===== src/rtl/cdb_broadcast_if.sv =====
// rtl/cdb_broadcast_if.sv - functional-unit result inputs and common-data-bus outputs
interface cdb_broadcast_if #(
  parameter int BITWIDTH = 32,
  parameter int NRALUOP  = 8,
  parameter int RS_DEPTH = 8
);
  localparam int TAGW = $clog2(NRALUOP) + $clog2(RS_DEPTH);

  logic [NRALUOP-1:0]               FU_valid;
  logic [NRALUOP-1:0][TAGW-1:0]     FU_tag;
  logic [NRALUOP-1:0][BITWIDTH-1:0] FU_value;
  logic [NRALUOP-1:0]               FU_ready;
  logic                             CDB_valid;
  logic [TAGW-1:0]                  CDB_tag;
  logic [BITWIDTH-1:0]              CDB_value;

  modport master (
    output FU_valid, FU_tag, FU_value,
    input  FU_ready, CDB_valid, CDB_tag, CDB_value
  );

  modport slave (
    input  FU_valid, FU_tag, FU_value,
    output FU_ready, CDB_valid, CDB_tag, CDB_value
  );
endinterface


===== src/rtl/cdb_broadcast.sv =====
// rtl/cdb_broadcast.sv - per-unit holding registers with round-robin common-data-bus broadcast
// CDB_PERF_EN adds the Conflict_cnt contention counter output.
module cdb_broadcast #(
  parameter int BITWIDTH = 32,
  parameter int NRALUOP  = 8,
  parameter int RS_DEPTH = 8
) (
  input  logic          clk,
  input  logic          rst,
  input  logic          en,
  input  logic          Flush,
  cdb_broadcast_if.slave bus
`ifdef CDB_PERF_EN
  ,
  output logic [31:0]   Conflict_cnt
`endif
);
  localparam int TAGW = $clog2(NRALUOP) + $clog2(RS_DEPTH);
  localparam int PTRW = $clog2(NRALUOP);

  logic [NRALUOP-1:0]               occ;
  logic [NRALUOP-1:0]               grant;
  logic [NRALUOP-1:0]               hs;
  logic [NRALUOP-1:0][TAGW-1:0]     hold_tag;
  logic [NRALUOP-1:0][BITWIDTH-1:0] hold_val;
  logic [PTRW-1:0]                  ptr;
  logic [PTRW-1:0]                  gidx;
  logic [PTRW-1:0]                  idx;
  logic                             found;
  logic                             live;

  assign live = en & ~Flush;

  // First occupied slot at or after ptr; NRALUOP is a power of two so the index wraps naturally.
  always_comb begin
    found = 1'b0;
    gidx  = '0;
    idx   = '0;
    for (int k = 0; k < NRALUOP; k++) begin
      idx = ptr + PTRW'(k);
      if (!found && occ[idx]) begin
        found = 1'b1;
        gidx  = idx;
      end
    end
    grant = '0;
    if (found && live) grant[gidx] = 1'b1;
  end

  // A slot being broadcast this cycle can be refilled on the same edge.
  assign bus.FU_ready = {NRALUOP{live & ~rst}} & (~occ | grant);
  assign hs           = bus.FU_valid & bus.FU_ready;

  always_ff @(posedge clk or posedge rst) begin
    if (rst) begin
      occ           <= '0;
      hold_tag      <= '0;
      hold_val      <= '0;
      ptr           <= '0;
      bus.CDB_valid <= 1'b0;
      bus.CDB_tag   <= '0;
      bus.CDB_value <= '0;
    end else if (Flush) begin
      occ           <= '0;
      bus.CDB_valid <= 1'b0;
    end else if (!en) begin
      bus.CDB_valid <= 1'b0;
    end else begin
      bus.CDB_valid <= found;
      if (found) begin
        bus.CDB_tag   <= hold_tag[gidx];
        bus.CDB_value <= hold_val[gidx];
        ptr           <= gidx + PTRW'(1);
      end
      occ <= (occ & ~grant) | hs;
      for (int i = 0; i < NRALUOP; i++) begin
        if (hs[i]) begin
          hold_tag[i] <= bus.FU_tag[i];
          hold_val[i] <= bus.FU_value[i];
        end
      end
    end
  end

`ifdef CDB_PERF_EN
  always_ff @(posedge clk or posedge rst) begin
    if (rst) begin
      Conflict_cnt <= '0;
    end else if (live && ($countones(occ) >= 2) && (Conflict_cnt != 32'hFFFF_FFFF)) begin
      Conflict_cnt <= Conflict_cnt + 32'd1;
    end
  end
`endif
endmodule


===== src/flat_wrapper.sv =====
// flat-port wrapper written by rule: the top's interface ports become plain ports
module cdb_broadcast_flat 
#(
  parameter int BITWIDTH = 32,
  parameter int NRALUOP  = 8,
  parameter int RS_DEPTH = 8
)
  (clk, rst, en, Flush, bus_FU_valid, bus_FU_tag, bus_FU_value, bus_FU_ready, bus_CDB_valid, bus_CDB_tag, bus_CDB_value);
  cdb_broadcast_if #(.BITWIDTH(BITWIDTH), .NRALUOP(NRALUOP), .RS_DEPTH(RS_DEPTH)) bus_i ();
  input  logic clk;
  input  logic rst;
  input  logic en;
  input  logic Flush;
  input wire logic [$bits(bus_i.FU_valid)-1:0] bus_FU_valid;
  input wire logic [$bits(bus_i.FU_tag)-1:0] bus_FU_tag;
  input wire logic [$bits(bus_i.FU_value)-1:0] bus_FU_value;
  output wire logic [$bits(bus_i.FU_ready)-1:0] bus_FU_ready;
  output wire logic [$bits(bus_i.CDB_valid)-1:0] bus_CDB_valid;
  output wire logic [$bits(bus_i.CDB_tag)-1:0] bus_CDB_tag;
  output wire logic [$bits(bus_i.CDB_value)-1:0] bus_CDB_value;
  assign bus_i.FU_valid = bus_FU_valid;
  assign bus_i.FU_tag = bus_FU_tag;
  assign bus_i.FU_value = bus_FU_value;
  assign bus_FU_ready = bus_i.FU_ready;
  assign bus_CDB_valid = bus_i.CDB_valid;
  assign bus_CDB_tag = bus_i.CDB_tag;
  assign bus_CDB_value = bus_i.CDB_value;
  cdb_broadcast #(.BITWIDTH(BITWIDTH), .NRALUOP(NRALUOP), .RS_DEPTH(RS_DEPTH)) u_core (.clk(clk), .rst(rst), .en(en), .Flush(Flush), .bus(bus_i));
endmodule

===== config.mk =====
export PLATFORM = sky130hd
export DESIGN_NAME = cdb_broadcast_flat
export DESIGN_NICKNAME = d
export VERILOG_FILES = /design/src/rtl/cdb_broadcast_if.sv /design/src/rtl/cdb_broadcast.sv /design/src/flat_wrapper.sv
export SDC_FILE = /design/constraint.sdc
export NUM_CORES = 1
export LEC_CHECK = 0
export BUFFER_PORTS_ARGS = -buffer_cell sky130_fd_sc_hd__buf_2
export CORE_MARGIN = 2
export CORE_UTILIZATION = 49
export DETAILED_ROUTE_END_ITERATION = 12
export PLACE_DENSITY = 0.74
export SLEW_MARGIN = 5
export SYNTH_ARGS = -nofsm -noshare
export SYNTH_HDL_FRONTEND = slang
export SYNTH_SLANG_ARGS = --single-unit

===== constraint.sdc =====
create_clock -name clk -period 9.55 [get_ports clk]
set_clock_uncertainty 0.2 [all_clocks]
set_input_delay 0 -clock clk [delete_from_list [all_inputs] [get_ports clk]]
set_output_delay 0 -clock clk [all_outputs]
set_load 0.03 [all_outputs]

==> After elaboration in Yosys (flattened, before gate mapping) <==
Cells that the tools add are included.
W data, S select, Z words.
{ "word_totals": {"regBits": 354, "out_inout_bits": 47} }
{ "classes": {"add_sub_neg": 8, "order_cmp": 10, "muxes": 43, "n_bitwise": 11, "n_reduce_logical": 26} }
{ "op_table": {"columns": ["op", "count"], "rows": [
  ["$bmux W32 S3", 1],
  ["$lt A3 B4 Y1 const B", 9],
  ["$mux W32", 1],
  ["$reduce_and A3 Y1", 9],
  ["$and A8 B8 Y8", 3],
  ["$bmux W1 S3", 8],
  ["$mux W3", 8],
  ["$mux W8", 3],
  ["$mux W1", 19],
  ["$bmux W6 S3", 1],
  ["$not A8 Y8", 2],
  ["$or A8 B8 Y8", 2],
  ["$add A3 B3 Y3 const B", 4],
  ["$logic_and A1 B1 Y1", 9],
  ["$logic_not A1 Y1", 7],
  ["$add A3 B1 Y3 const B", 2],
  ["$add A3 B2 Y3 const B", 2],
  ["$mux W6", 1],
  ["$demux W1 S3", 1],
  ["$ge A3 B1 Y1 const B", 1],
  ["$and A1 B1 Y1", 2],
  ["$not A1 Y1", 2],
  ["$reduce_bool A2 Y1", 1]
]} }

==> Longest topological paths before layout <==
Gate-level depths: netlist (run 1).
{ "depth": {"word_depth": 35, "mapped_depth": 19, "mapped_depth_nobuf": 12} }

==> Worst setup path after synthesis (run 1) <==
OpenSTA, ideal clock, no wires.
{ "synth_path": {"kind": "input -> output", "start": "input rst", "end": "output bus_FU_ready[0]", "arrival_time_ns": 9.708, "path_slack_ns": -0.358, "cell_stages": 3, "path_cell_list": "inv_1 > nand3_1 > a21oi_1"} }
{ "synth_between": {"elab_chain_len": 3} }
{ "synth_rtl": {"columns": ["item", "line", "text"], "rows": [
  ["start, declared", "flat_wrapper.sv:11", "input logic rst;"],
  ["$not A1 Y1", "cdb_broadcast.sv:51", "assign bus.FU_ready = {NRALUOP{live & ~rst}} & (~occ | grant);"],
  ["$and A1 B1 Y1", "cdb_broadcast.sv:51", null],
  ["$and A8 B8 Y8", "cdb_broadcast.sv:51", null],
  ["end, declared", "flat_wrapper.sv:17", "output wire logic [$bits(bus_i.FU_ready)-1:0] bus_FU_ready;"]
]} }
Every way passes these cells.

==> Worst setup path in the final report (run 1) <==
{ "layout_path": {"start": "register u_core.ptr[0]", "end": "register u_core.hold_val[111] (netlist bit)"} }
{ "layout_between": {"elab_chain_len": 33} }
{ "layout_rtl": {"columns": ["item", "line", "text"], "rows": [
  ["start, declared", "cdb_broadcast.sv:26", "logic [PTRW-1:0] ptr;"],
  ["start signal, assigned", "cdb_broadcast.sv:73", "ptr <= gidx + PTRW'(1);"],
  ["branches (longest 28 deep; another with $add A3 B1 Y3)", null, null],
  ["$mux W8 (*)", "cdb_broadcast.sv:47", "if (found && live) grant[gidx] = 1'b1;"],
  ["$or A8 B8 Y8 (*)", "cdb_broadcast.sv:51", null],
  ["$and A8 B8 Y8 (*)", "cdb_broadcast.sv:51", null],
  ["$and A8 B8 Y8 (*)", "cdb_broadcast.sv:52", "assign hs = bus.FU_valid & bus.FU_ready;"],
  ["$reduce_and A3 Y1 (no line) (*)", null, null],
  ["end signal, assigned by index", "cdb_broadcast.sv:79", "hold_val[i] <= bus.FU_value[i];"],
  ["end, declared", "cdb_broadcast.sv:25", "logic [NRALUOP-1:0][BITWIDTH-1:0] hold_val;"]
]} }
Every way passes the cells marked *. The select of a mux whose other input is x is not followed.
A chain may end at the register's enable or synchronous reset.

==> impl_results.md, run 1 <==
- Status: complete, no violations
- WL final: 54.50 mm
- Most frequent cells in the layout: buf_2, dfrtp_1, dlygate4sd3_1
- Cts repair resizes: 0
- CTS tree: built
- Worst skew pair latency: 0.51 ns
- Final period util: 0.6843
- Synth Area in Adders: 0.001483
- Port bufs: 362
- Synth Area in XOR/XNOR: 0.002596
- Most common cell after layout, fill and taps aside: buf_2
- Slew Limit Headroom: 0.2942
- Clock slew at reported path FFs: 0.06 ns
- Bufs and invs on worst path: 3
- Sequential area share after synthesis: 0.5251
- Worst EP required: 9.73 ns
- Die width: 189.5 um
- Synth-to-Final Area Change: 40.25%
- First-pass GRT wire length: 84.25 mm
- Crit end category: flip-flop
- Vias in the first global route: 15020
- Initial core utilization: 0.5006
- Minimum clock period: 6.535 ns
- Cell repeated most along the worst path: buf_4
- LEAKAGE: 10.67 nW
- Cell variety after synth: 55
- CP max stage cell: ha_1
- Post-DP HPWL: 31.07 mm
- Share of cells above drive strength 1: 0.3710
- Worst-Margin Slew: 1.059 ns
- Total iterations of the first detailed-routing run: 5
- GP Congestion: 0.8709
- Crit-path cells: inv_1 > ha_1 > mux4_2 > mux2i_1 > a22oi_1 > a211oi_1 > o32a_2 > buf_4 > and2_1 > nand4_1 > a21oi_4 > buf_4 > mux2_2
- Setup violators final: 0
- Max-slew violations: 0
- Avg Inst Size Synth: 14.71 um^2
- Synth Instances: 1147
- Multiplexer area fraction after synthesis: 0.3627
- Critical path's top delay family: buffers and inverters
- CORE AREA: 0.03370 mm^2
- GR Util All Layers: 0.3040
- Fmax: 153.0 MHz
- Synthesized cell area: 0.01687 mm^2
- Top cell type's share of synthesized area: 0.5251
- Largest net degree at the start of global routing: 110
- Synth area leader: dfrtp_1
- RSZ-0062 raised after global routing: no
- Ys Warns: 0
- Std cell rows: 67
- Largest family of logic cells by synthesized area: multiplexers
- Final #Nets: 2152
- Simple-gate portion of the synthesized area: 0.02188
- Yosys reg bits: 354
- Crit path DAT: 6.72 ns
- Clock sinks: 354
- Root buf cell: clkbuf_16
- Die area: 0.03593 mm^2
- Setup CP Type: flip-flop to flip-flop
- Ranking of synthesized cells by area: dfrtp_1, mux2_1, mux2_2
- Final Hold Viols: 0
- Main synth FF type: dfrtp_1
- Pwr dens: 282.3 mW/mm^2
- Syn_nets: 1465
- Chip height: 189.5 um
- DR vias/cell: 5.674
- CP Launch Type: flip-flop
- Top Ports: 363
- DR vias: 13120
- Synth Area in Compound Gates: 0.05222
- # DRC: 0
- Clock buffer depth: 3
- FF-to-FF setup slack: 3.01 ns
- Worst Hold Class: input port to flip-flop
- CP max FO: 38
- ANT nets after route: 0
- Worst VDD drop: 0.0005011 V
- Total CTS buffers: 39
- Iteration-0 DRC Markers: 791
- Final cell count without fillers: 2313
- Final Core Density: 0.7020
- Max-cap violations: 0
- Post-synth EDFFs: 0
- Setup TNS: 0 ns
- Average wire per standard cell: 23.56 um
- Placed cells: 1899
- Global route overflow: 0
- Initial antenna violation count: 4
- H-tree Lvls: 2
- CP peak stage delay: 0.84 ns
- Ys async rst share: 1.000
==> registers in the layout (all words and copies together) (netlist names) <==
name	count
u_core.ptr	3
u_core.hold_val	256
u_core.bus.CDB_value	32
u_core.hold_tag	48
u_core.bus.CDB_valid	1
u_core.occ	8
u_core.bus.CDB_tag	6
==> report_power, final <==
group	internal (mW)	switching, mW
combinational	1.52	1.53
sequential	1.90	0.275
clock	0.850	0.601
==> layer usage <==
layer  vias up  wire (um)  GRT usage  share of wire
li1       5644          -          -              -
met1      6706      20530     0.3602           0.38
met3       152       3735    0.05995          0.069
met2       621      28220     0.5455           0.52
met5         -          0          0              0
met4         0       2013     0.1187          0.037
==> tightest hold or removal path: cells and delay by family <==
family,cells,cell delay (ns)
mux,1,0.11
buf+inv,2,0.61
==> through the flow <==
stage | setup slack (ns) | power [mW] | hold slack (ns) | area (um^2)
floorplan | 2.656 | 4.395 | -0.1369 | 16870
global placement | 3.251 | 4.969 | 0.01081 | 19010
detailed placement | 3.127 | 5.027 | 0.01522 | 19010
CTS | 3.085 | 6.623 | 0.003656 | 23650
global route | 2.664 | 6.995 | 0.03888 | 23660
finish | 3.015 | 6.680 | 0.04138 | 23660
==> path summary, 6_finish.rpt <==
check / startpoint / to / depth (start not counted)
max in group asynchronous: rst / u_core.hold_tag[21]$_DFFE_PP0P_ / 6
hold / removal: bus_FU_value[174] / u_core.hold_val[174]$_DFFE_PP0P_ / 3
min in group asynchronous: rst / u_core.occ[7]$_DFFE_PP0P_ / 4
setup reg to reg: u_core.ptr[0]$_DFFE_PP0P_ / u_core.hold_val[111]$_DFFE_PP0P_ / 13
setup / recovery: u_core.ptr[0]$_DFFE_PP0P_ / u_core.hold_val[111]$_DFFE_PP0P_ / 13
hold reg to reg: u_core.hold_tag[5]$_DFFE_PP0P_ / u_core.hold_tag[5]$_DFFE_PP0P_ / 1
==> cells by family (layout without fill, tap and decap cells) <==
logic type,after synthesis,in the layout
muxes,485,485
buffers and inverters,93,806
AOI/OAI and AO/OA,134,134
xor gates and xnor gates,5,5
other,0,5
DFF,354,354
adders and majority gates,2,2
and+or+nand+nor,74,74
==> area by class of cell <==
type | count | area, um^2
fillers | 2225 | 10040
flip-flops and latches | 354 | 8859
multi-input cells | 700 | 7543
repair buffers | 727 | 5420
clock buffers | 59 | 1141
well taps | 448 | 560.5
clock inverters | 8 | 72.57
inverters | 12 | 48.80
diodes | 5 | 12.51
==> cell usage after synthesis (all sizes together), types with 7 or more instances <==
master / number
nand3: 7
inv: 12
mux4: 53
dfrtp: 354
mux2: 347
a21oi: 16
a22oi: 39
nor2: 19
o21ai: 46
nand2: 24
buf: 62
clkbuf: 19
mux2i: 85
==> timing repair <==
action	in CTS	in global routing
hold buffers	342	0
setup buffers	0	0
hold endpoints to repair	358	0
No activity file was read; power rests on OpenSTA's default activity.
==> run 2: changes to the inputs <==
==> constraint.sdc (replaced) <==
create_clock -name clk -period 5.6 [get_ports clk]
set_clock_uncertainty 0.2 [all_clocks]
set_input_delay 0 -clock clk [delete_from_list [all_inputs] [get_ports clk]]
set_output_delay 0 -clock clk [all_outputs]
set_load 0.03 [all_outputs]
==> run 2 against run 1 <==
  * The flow now stops in clock tree synthesis
  * Synthesized cell count stayed put
  * Synthesized area stayed put
==> impl_results.md, run 2 <==
- Simple-gate portion of the synthesized area: 0.02188
- Clock sinks: 354
- Synth Area in Compound Gates: 0.05222
- Error msg: [ERROR RSZ-0060] Max buffer count reached.
- Ys Warns: 0
- Synth Area in Adders: 0.001483
- Std cell rows: 67
- Largest family of logic cells by synthesized area: multiplexers
- Syn_nets: 1465
- Post-synth EDFFs: 0
- Multiplexer area fraction after synthesis: 0.3627
- Clock buffer depth: 3
- Place WS: 0.6026 ns
- H-tree Lvls: 2
- Post-DP HPWL: 31.19 mm
- Root buf cell: clkbuf_16
- Synth Area in XOR/XNOR: 0.002596
- Cts repair resizes: 0
- GP Congestion: 0.8283
- Count leader, synth: dfrtp_1
- Stop stage: clock tree synthesis
- Port bufs: 362
- Top cell type's share of synthesized area: 0.5251
- Sequential area share after synthesis: 0.5251
- Yosys reg bits: 354
- Top Ports: 363
- Synth area leader: dfrtp_1
- Avg Inst Size Synth: 14.71 um^2
- Post-synth top cells: dfrtp_1, mux2_1, mux2_2
- Hold Buf Count CTS: 397
- Cell variety after synth: 55
- Ranking of synthesized cells by area: dfrtp_1, mux2_1, mux2_2
- Initial core utilization: 0.5006
- Chip height: 189.5 um
- Total CTS buffers: 39
- Post-CTS Setup Inserts: 0
- Ys async rst share: 1.000
- Status: aborted with a tool error
- Synth Instances: 1147
- Die width: 189.5 um
- Main synth FF type: dfrtp_1
- Synthesized cell area: 0.01687 mm^2
==> run 2: cell counts after synthesis <==
Identical to the previous run, type by type.
==> run 2: cell families after synthesis <==
family | Yosys count
AO/OA/AOI/OAI | 134
XOR/XNOR | 5
multiplexers | 485
AND/OR/NAND/NOR | 74
flip-flops | 354
buffers and inverters | 93
adder cells (fa/ha/maj) | 2
==> run 2: stage by stage <==
| stage | instance area (um^2) | setup TNS (ns) | std cells | utilization |
|---|---|---|---|---|
| 3_5_place_dp | 19260 | 0 | 1909 | 0.5715 |
| 3_3_place_gp | 19260 | 0 | 1909 | 0.5715 |
| 2_1_floorplan | 16870 | -10.31 | 1147 | - |
==> run 3: changes to the inputs <==
--- a/config.mk
+++ b/config.mk
@@ -7,9 +7,9 @@
 export LEC_CHECK = 0
 export BUFFER_PORTS_ARGS = -buffer_cell sky130_fd_sc_hd__buf_2
 export CORE_MARGIN = 2
-export CORE_UTILIZATION = 49
+export CORE_UTILIZATION = 34
 export DETAILED_ROUTE_END_ITERATION = 12
-export PLACE_DENSITY = 0.74
+export PLACE_DENSITY_LB_ADDON = 0.15
 export SLEW_MARGIN = 5
 export SYNTH_ARGS = -nofsm -noshare
 export SYNTH_HDL_FRONTEND = slang
==> constraint.sdc (replaced) <==
create_clock -name clk -period 7.3 [get_ports clk]
set_clock_uncertainty 0.2 [all_clocks]
set_input_delay 0 -clock clk [delete_from_list [all_inputs] [get_ports clk]]
set_output_delay 0 -clock clk [all_outputs]
set_load 0.03 [all_outputs]
==> run 3 against run 2 <==
  * The run again fails in clock tree synthesis
  * Synthesized cell count stayed put
  * Synthesized area stayed put
==> impl_results.md, run 3 <==
- Sequential area share after synthesis: 0.5251
- Avg Inst Size Synth: 14.71 um^2
- Main synth FF type: dfrtp_1
- Synth Instances: 1147
- Error msg: [ERROR RSZ-0060] Max buffer count reached.
- Std cell rows: 81
- H-tree Lvls: 2
- Count leader, synth: dfrtp_1
- Cell variety after synth: 55
- Post-synth EDFFs: 0
- Top cell type's share of synthesized area: 0.5251
- Synthesized cell area: 0.01687 mm^2
- Status: aborted with a tool error
- Root buf cell: clkbuf_16
- Chip height: 226.7 um
- Post-CTS Setup Inserts: 0
- Initial core utilization: 0.3446
- Cts repair resizes: 0
- Clock buffer depth: 3
- Yosys reg bits: 354
- Ranking of synthesized cells by area: dfrtp_1, mux2_1, mux2_2
- Total CTS buffers: 42
- Stop stage: clock tree synthesis
- Post-DP HPWL: 33.98 mm
- Clock sinks: 354
- Ys Warns: 0
- GP Congestion: 0.8410
- Post-synth top cells: dfrtp_1, mux2_1, mux2_2
- Ys async rst share: 1.000
- Port bufs: 362
- Hold Buf Count CTS: 440
- Top Ports: 363
- Synth area leader: dfrtp_1
- Syn_nets: 1465
- Die width: 226.7 um
-- run 3: cell counts after synthesis --
Identical to the previous run, type by type.
-- run 3: kinds of logic after synthesis --
family,Yosys count,synth area share
adder cells (fa/ha/maj),2,0.001483
XOR/XNOR,5,0.002596
AND/OR/NAND/NOR,74,0.02188
flip-flops,354,0.5251
multiplexers,485,0.3627
buffers and inverters,93,0.03397
AO/OA/AOI/OAI,134,0.05222
-- run 3: metrics by stage --
stage               instance area, um^2  utilization  setup slack, ns  std cells  hold slack (ns)
global placement                  19340       0.3951            1.281       2118          -0.1749
detailed placement                19340       0.3951            1.170       2118          -0.1770
floorplan                         16870            -           0.4059       1147          -0.1369
